File: src/rtl/pipelined_adder.sv
// Segmented, pipelined ripple-carry adder: one SEG_W-bit slice per stage, whole-pipe stall.
// Optional feature macro ADDER_SUB_EN adds the iSUB port (computes X + ~Y + iCIN).
module pipelined_adder #(
  parameter int unsigned WIDTH = 32,
  parameter int unsigned SEG_W = 8
) (
  input  logic             iCLK,
  input  logic             iRSTn,
  input  logic [WIDTH-1:0] iX,
  input  logic [WIDTH-1:0] iY,
  input  logic             iCIN,
`ifdef ADDER_SUB_EN
  input  logic             iSUB,
`endif
  input  logic             iVALID,
  output logic             oREADY,
  output logic [WIDTH-1:0] oSUM,
  output logic             oCARRY,
  output logic             oOVF,
  output logic             oVALID,
  input  logic             iREADY
);

  localparam int unsigned STAGES = WIDTH / SEG_W;
  localparam int unsigned OPS_N  = (STAGES > 1) ? STAGES - 1 : 1;
  localparam int unsigned LAST   = STAGES - 1;

  if (SEG_W == 0 || (WIDTH % SEG_W) != 0) begin : g_width_check
    $error("pipelined_adder: WIDTH (%0d) must be a non-zero multiple of SEG_W (%0d)", WIDTH, SEG_W);
  end

  // Stage registers; stage k holds result segments 0..k plus the operands still to be added
  logic             r_vld [STAGES];
  logic             r_cy  [STAGES];
  logic [WIDTH-1:0] r_sum [STAGES];
  logic [WIDTH-1:0] r_x   [OPS_N];
  logic [WIDTH-1:0] r_y   [OPS_N];
  logic             r_ovf;

  logic             w_adv;
  logic [WIDTH-1:0] w_y0;
  logic [WIDTH-1:0] w_xi     [STAGES];
  logic [WIDTH-1:0] w_yi     [STAGES];
  logic [WIDTH-1:0] w_si     [STAGES];
  logic             w_ci     [STAGES];
  logic             w_vi     [STAGES];
  logic [SEG_W:0]   w_seg    [STAGES];
  logic [WIDTH-1:0] w_sum_nx [STAGES];
  logic             w_ovf;

  // Single advance enable: the pipe moves only when the output slot is free or being taken
  assign w_adv  = !oVALID || iREADY;
  assign oREADY = w_adv;

`ifdef ADDER_SUB_EN
  // Inverting Y on entry lets the subtract select travel implicitly with the beat
  assign w_y0 = iSUB ? ~iY : iY;
`else
  assign w_y0 = iY;
`endif

  // Per-stage segment add; the final stage also derives signed overflow
  always_comb begin
    w_xi[0] = iX;
    w_yi[0] = w_y0;
    w_si[0] = '0;
    w_ci[0] = iCIN;
    w_vi[0] = iVALID;
    for (int k = 1; k < int'(STAGES); k++) begin
      w_xi[k] = r_x[k-1];
      w_yi[k] = r_y[k-1];
      w_si[k] = r_sum[k-1];
      w_ci[k] = r_cy[k-1];
      w_vi[k] = r_vld[k-1];
    end
    for (int k = 0; k < int'(STAGES); k++) begin
      w_seg[k] = (SEG_W+1)'(w_xi[k][k*SEG_W +: SEG_W])
               + (SEG_W+1)'(w_yi[k][k*SEG_W +: SEG_W])
               + (SEG_W+1)'(w_ci[k]);
      w_sum_nx[k] = w_si[k];
      w_sum_nx[k][k*SEG_W +: SEG_W] = w_seg[k][SEG_W-1:0];
    end
    // Carry into the MSB is recovered from the MSB sum bit: x ^ y ^ s
    w_ovf = (w_xi[LAST][WIDTH-1] ^ w_yi[LAST][WIDTH-1] ^ w_sum_nx[LAST][WIDTH-1])
          ^ w_seg[LAST][SEG_W];
  end

  always_ff @(posedge iCLK or negedge iRSTn) begin
    if (!iRSTn) begin
      for (int k = 0; k < int'(STAGES); k++) begin
        r_vld[k] <= 1'b0;
        r_cy[k]  <= 1'b0;
        r_sum[k] <= '0;
      end
      for (int k = 0; k < int'(OPS_N); k++) begin
        r_x[k] <= '0;
        r_y[k] <= '0;
      end
      r_ovf <= 1'b0;
    end else if (w_adv) begin
      for (int k = 0; k < int'(STAGES); k++) begin
        r_vld[k] <= w_vi[k];
        r_cy[k]  <= w_seg[k][SEG_W];
        r_sum[k] <= w_sum_nx[k];
      end
      for (int k = 0; k < int'(STAGES) - 1; k++) begin
        r_x[k] <= w_xi[k];
        r_y[k] <= w_yi[k];
      end
      r_ovf <= w_ovf;
    end
  end

  assign oVALID = r_vld[LAST];
  assign oSUM   = r_sum[LAST];
  assign oCARRY = r_cy[LAST];
  assign oOVF   = r_ovf;

endmodule

File: config.mk
export PLATFORM = sky130hd
export DESIGN_NAME = pipelined_adder
export DESIGN_NICKNAME = d
export VERILOG_FILES = /design/src/rtl/pipelined_adder.sv
export SDC_FILE = /design/constraint.sdc
export NUM_CORES = 1
export LEC_CHECK = 0
export CAP_MARGIN = 20
export CELL_PAD_IN_SITES_DETAIL_PLACEMENT = 0
export CELL_PAD_IN_SITES_GLOBAL_PLACEMENT = 1
export CORE_ASPECT_RATIO = 1.75
export CORE_MARGIN = 3
export CORE_UTILIZATION = 41
export CTS_CLUSTER_SIZE = 24
export DETAILED_ROUTE_END_ITERATION = 8
export GPL_TIMING_DRIVEN = 0
export MAX_ROUTING_LAYER = met4
export PLACE_DENSITY = 0.75
export SETUP_SLACK_MARGIN = 0.3
export SYNTH_ARGS = -nofsm -noshare
export SYNTH_HDL_FRONTEND = slang
export SYNTH_SLANG_ARGS = --single-unit
export TNS_END_PERCENT = 20
File: constraint.sdc
create_clock -name iCLK -period 2.7 [get_ports iCLK]
set_clock_uncertainty 0.05 [all_clocks]
set_input_delay 0.54 -clock iCLK [delete_from_list [all_inputs] [get_ports iCLK]]
set_output_delay 0.54 -clock iCLK [all_outputs]
set_load 0.02 [all_outputs]
==> metrics.md <==
| Metric | Value |
|---|---|
| R2r startpoint | r_cy[3] |
| Core region area | 19990 sq um |
| Outcome | finished clean |
| CTS tree | done |
| Sw Pwr | about 4600 uW |
| R2R Setup Slk | 0.37 ns |
| Crit end category | flop |
| Setup ws final | around 0.36 ns |
| Depth of the most critical reg-to-reg path | 7 |
| Switching fraction of total power | 0.3705 |
| Initial antenna violation count | 0 |
| Final wirelength | roughly 19 mm |
| DIE WIDTH | ~110 um |
| RSZ-0062 raised after global routing | true |
| Num CTS Buffers | 17 |
| Crit path buf inv count | 1 |
| Measured slew at the worst slew-check pin | 0.7018 ns |
| Synth area leaders | dfrtp_1 (55%), nand2_1 (22%), ha_1 (4.2%), buf_4 (2.9%), fa_1 (1.9%) |
| Synth area leader | dfrtp_1 |
| # DRC | 0 |
| Syn Area/Cell | about 9.0 sq um |
| Detailed Place HPWL | ~14 mm |
| Maximum fanout along the worst path | 2 |
| Max-slew headroom | 0.5321 |
| Sequential Area | approximately 4600 sq um |
| Vias | roughly 6200 |
| IO Port Bufs | 104 |
| CP Launch Type | input port |
| Inserted Diodes | 0 |
| Yosys top cell area share | 0.5496 |
| Vias in the first global route | ~6300 |
| # setup viols final | 0 |
| First-pass GRT wire length | about 32 mm |
| Share of power burned in the clock network | 0.202 |
| Final period util | 0.8673 |
| #FFs+latches synth | 185 |
| Syn. warnings | 0 |
| RR Endpoint | r_cy[2] |
| Seq/Total Area, Yosys | 0.5496 |
| GRT Total Usage | 0.1883 |
| Maxcap violations | 0 |
| Synthesized Nets | approximately 1000 |
| CTS root buf | clkbuf_16 |
| Share of power burned in registers | 0.377 |
| # rows | 68 |
| Starting density of the core | 0.4213 |
| Setup TNS | 0 ns |
| Crit path depth | 8 |
| Detail Route Antenna Nets | 0 |
| Final hold vios | 0 |
| TritonCTS sink count | 185 |
| Kind of critical path | input port to flop |
| Die Area | between 20000 and 25000 sq um |
| F_max | roughly 0.43 GHz |
| Share of layout cells above drive strength 1 | 0.1014 |
| Vias per cell | roughly 4.7 |
| Num ports | roughly 110 |
| WL/cell | between 10 and 15 um |
| Pwr Density | 1196 nW/um^2 |
| Multi-input logic area | about 3300 sq um |
| Leakage | approximately 0.0053 uW |
| HP Class | input port to async pin |
| Crit-path cells | clkdlybuf4s50_1 -> fa_2 -> fa_2 -> a21o_1 -> a21o_1 -> a21oi_2 -> a21oi_1 -> o31a_1 |
| CP arrival | between 2 and 3 ns |
| Dpl cells | between 1000 and 1500 |
| Yosys cell types | 40 |
| Worst-path clk slew | 0.06 ns |
| Number of H-tree levels | 4 |
| Max Buffers Root-to-Sink | 2 |
| Hold-fix buffers at CTS | 0 |
| Initial DRC Count | approximately 260 |
| Combinational power share | 0.420 |
| Router iterations before antenna repair | 4 |
| Worst skew pair latency | around 0.44 ns |
| Internal Power | between 7000 and 8000 uW |
| Layout Cells excl Fill | between 1000 and 1500 |
| Placement Cell Area | just under 10000 sq um |
| Nets | between 1000 and 1500 |
| Max-slew violations | 0 |
| Gp weighted congestion | 0.8781 |
| CP peak stage delay | 0.44 ns |
| CP top delay family | compound AO/OA/AOI/OAI gates |
| Post-synthesis cell area | between 8000 and 9000 sq um |
| Slowest stage cell, crit path | clkdlybuf4s50_1 |
| Layout overhead on the synthesized area | 24.11% |
| Min Tclk post-route | 2.342 ns |
| Peak supply drop | between 0.5 and 0.6 mV |
| Setup WS pre-CTS | -0.6581 ns |
| Gate count of the mapped netlist | 937 |
| Largest net degree at the start of global routing | 108 |
| Grt total ovfl | 0 |
| Worst Path Required | approximately 3.0 ns |
| Die Y | 195.6 um |
| Final instance area | approximately 10000 sq um |
| Filler cells | about 1900 |
==> stage by stage <==
stage          total power [uW]  hold slack, ns  utilization
2_1_floorplan              8257          0.1944            -
6_report                  12500         0.01847       0.5228
3_5_place_dp              10060          0.3973       0.4903
5_1_grt                   13540         0.06475       0.5228
4_1_cts                   12650         0.04272       0.5218
3_3_place_gp               9924          0.3946       0.4887
==> cells by family after synthesis <==
family                   synth area share
buffers and inverters             0.05897
flip-flops                         0.5496
AND/OR/NAND/NOR                    0.2424
AO/OA/AOI/OAI                     0.06432
multiplexers                     0.001188
adder cells (fa/ha/maj)           0.06061
XOR/XNOR                          0.02288
==> worst register-to-register path: cells and delay by family (launching register included) <==
family / cells / cell delay (ns)
adders and majority gates: 2 / 0.84
DFF: 1 / 0.40
AOI/OAI and AO/OA: 5 / 0.92
==> cell type report <==
| cell class | count | share of cell area |
|---|---|---|
| multi-input cells | 666 | 0.3163 |
| clock buffers | 22 | 0.04632 |
| flip-flops and latches | 185 | 0.4428 |
| inverters | 8 | 0.003591 |
| clock inverters | 9 | 0.01089 |
| repair buffers | 107 | 0.1039 |
| plain buffers | 78 | 0.04680 |
| well taps | 245 | 0.02932 |
==> worst max-delay path by stage <==
stage               slack (ns)  endpoint  startpoint
global placement         -6.75   r_x[88]       iRSTn
detailed placement       -0.66    oREADY      iREADY
finish                    0.36   r_cy[3]       iX[0]
floorplan                 0.33   r_cy[3]       iX[0]
global route              0.29   r_cy[2]     r_cy[3]
CTS                       0.30    oREADY      iREADY
==> cells in the final DEF (no fill, tap or decap), types with 5 or more instances in the layout <==
cell type	synthesis	layout
nand2_1	483	483
dfrtp_1	185	185
clkdlybuf4s50_1	0	102
buf_4	33	36
a21oi_1	30	30
ha_1	28	28
buf_2	26	23
nor2_1	18	18
clkbuf_16	0	17
xnor2_1	15	15
clkbuf_1	12	13
a21o_1	13	13
o21ai_0	9	9
inv_1	7	7
xor2_1	7	7
o21ai_1	7	7
nand2b_1	5	5
o211ai_1	5	5
==> power groups by stage <==
stage,clock network (uW),registers [uW],logic (uW)
2_1_floorplan,0,4540,3720
3_3_place_gp,0,4740,5180
3_5_place_dp,0,4760,5290
4_1_cts,2590,4720,5340
5_1_grt,2700,4880,5960
6_report,2530,4710,5250
==> Yosys cell counts (all sizes together) <==
cell	number
o211ai	5
o31a	3
a31o	1
a41o	3
nor3b	4
nand2b	5
buf	64
clkbuf	14
nor3	2
a221oi	2
nand2	483
nor4b	1
a211oi	2
nor2b	1
nand4	3
o21ai	16
nand4b	2
nor2	18
or4b	2
and4	1
fa	8
o21a	1
inv	8
a31oi	1
xor2	7
nand3	2
mux2i	1
a21oi	34
a21o	15
dfrtp	185
xnor2	15
ha	28
==> per-layer routing <==
| layer | routed length [um] | part of all wire | global-route usage | vias up |
|---|---|---|---|---|
| li1 | - | - | - | 3184 |
| met3 | 508 | 0.026 | 0.03473 | 26 |
| met4 | 366 | 0.019 | 0.05812 | 0 |
| met5 | 0 | 0 | - | - |
| met1 | 7959 | 0.41 | 0.2134 | 2936 |
| met2 | 10400 | 0.54 | 0.3331 | 101 |
==> repair_timing <==
| action | in CTS | in global routing |
|---|---|---|
| endpoints found under the setup margin | 3 | 3 |
| buffers inserted | 0 | 2 |
| pin swaps | 1 | 0 |
| resized for setup | 17 | 2 |
==> flip-flops by register name (all words and copies together) (netlist names) <==
name    flops
r_vld       3
oOVF        1
oVALID      1
oSUM       32
r_sum      48
oCARRY      1
r_cy        3
r_y        48
r_x        48
(Power assumes the default switching activity.)
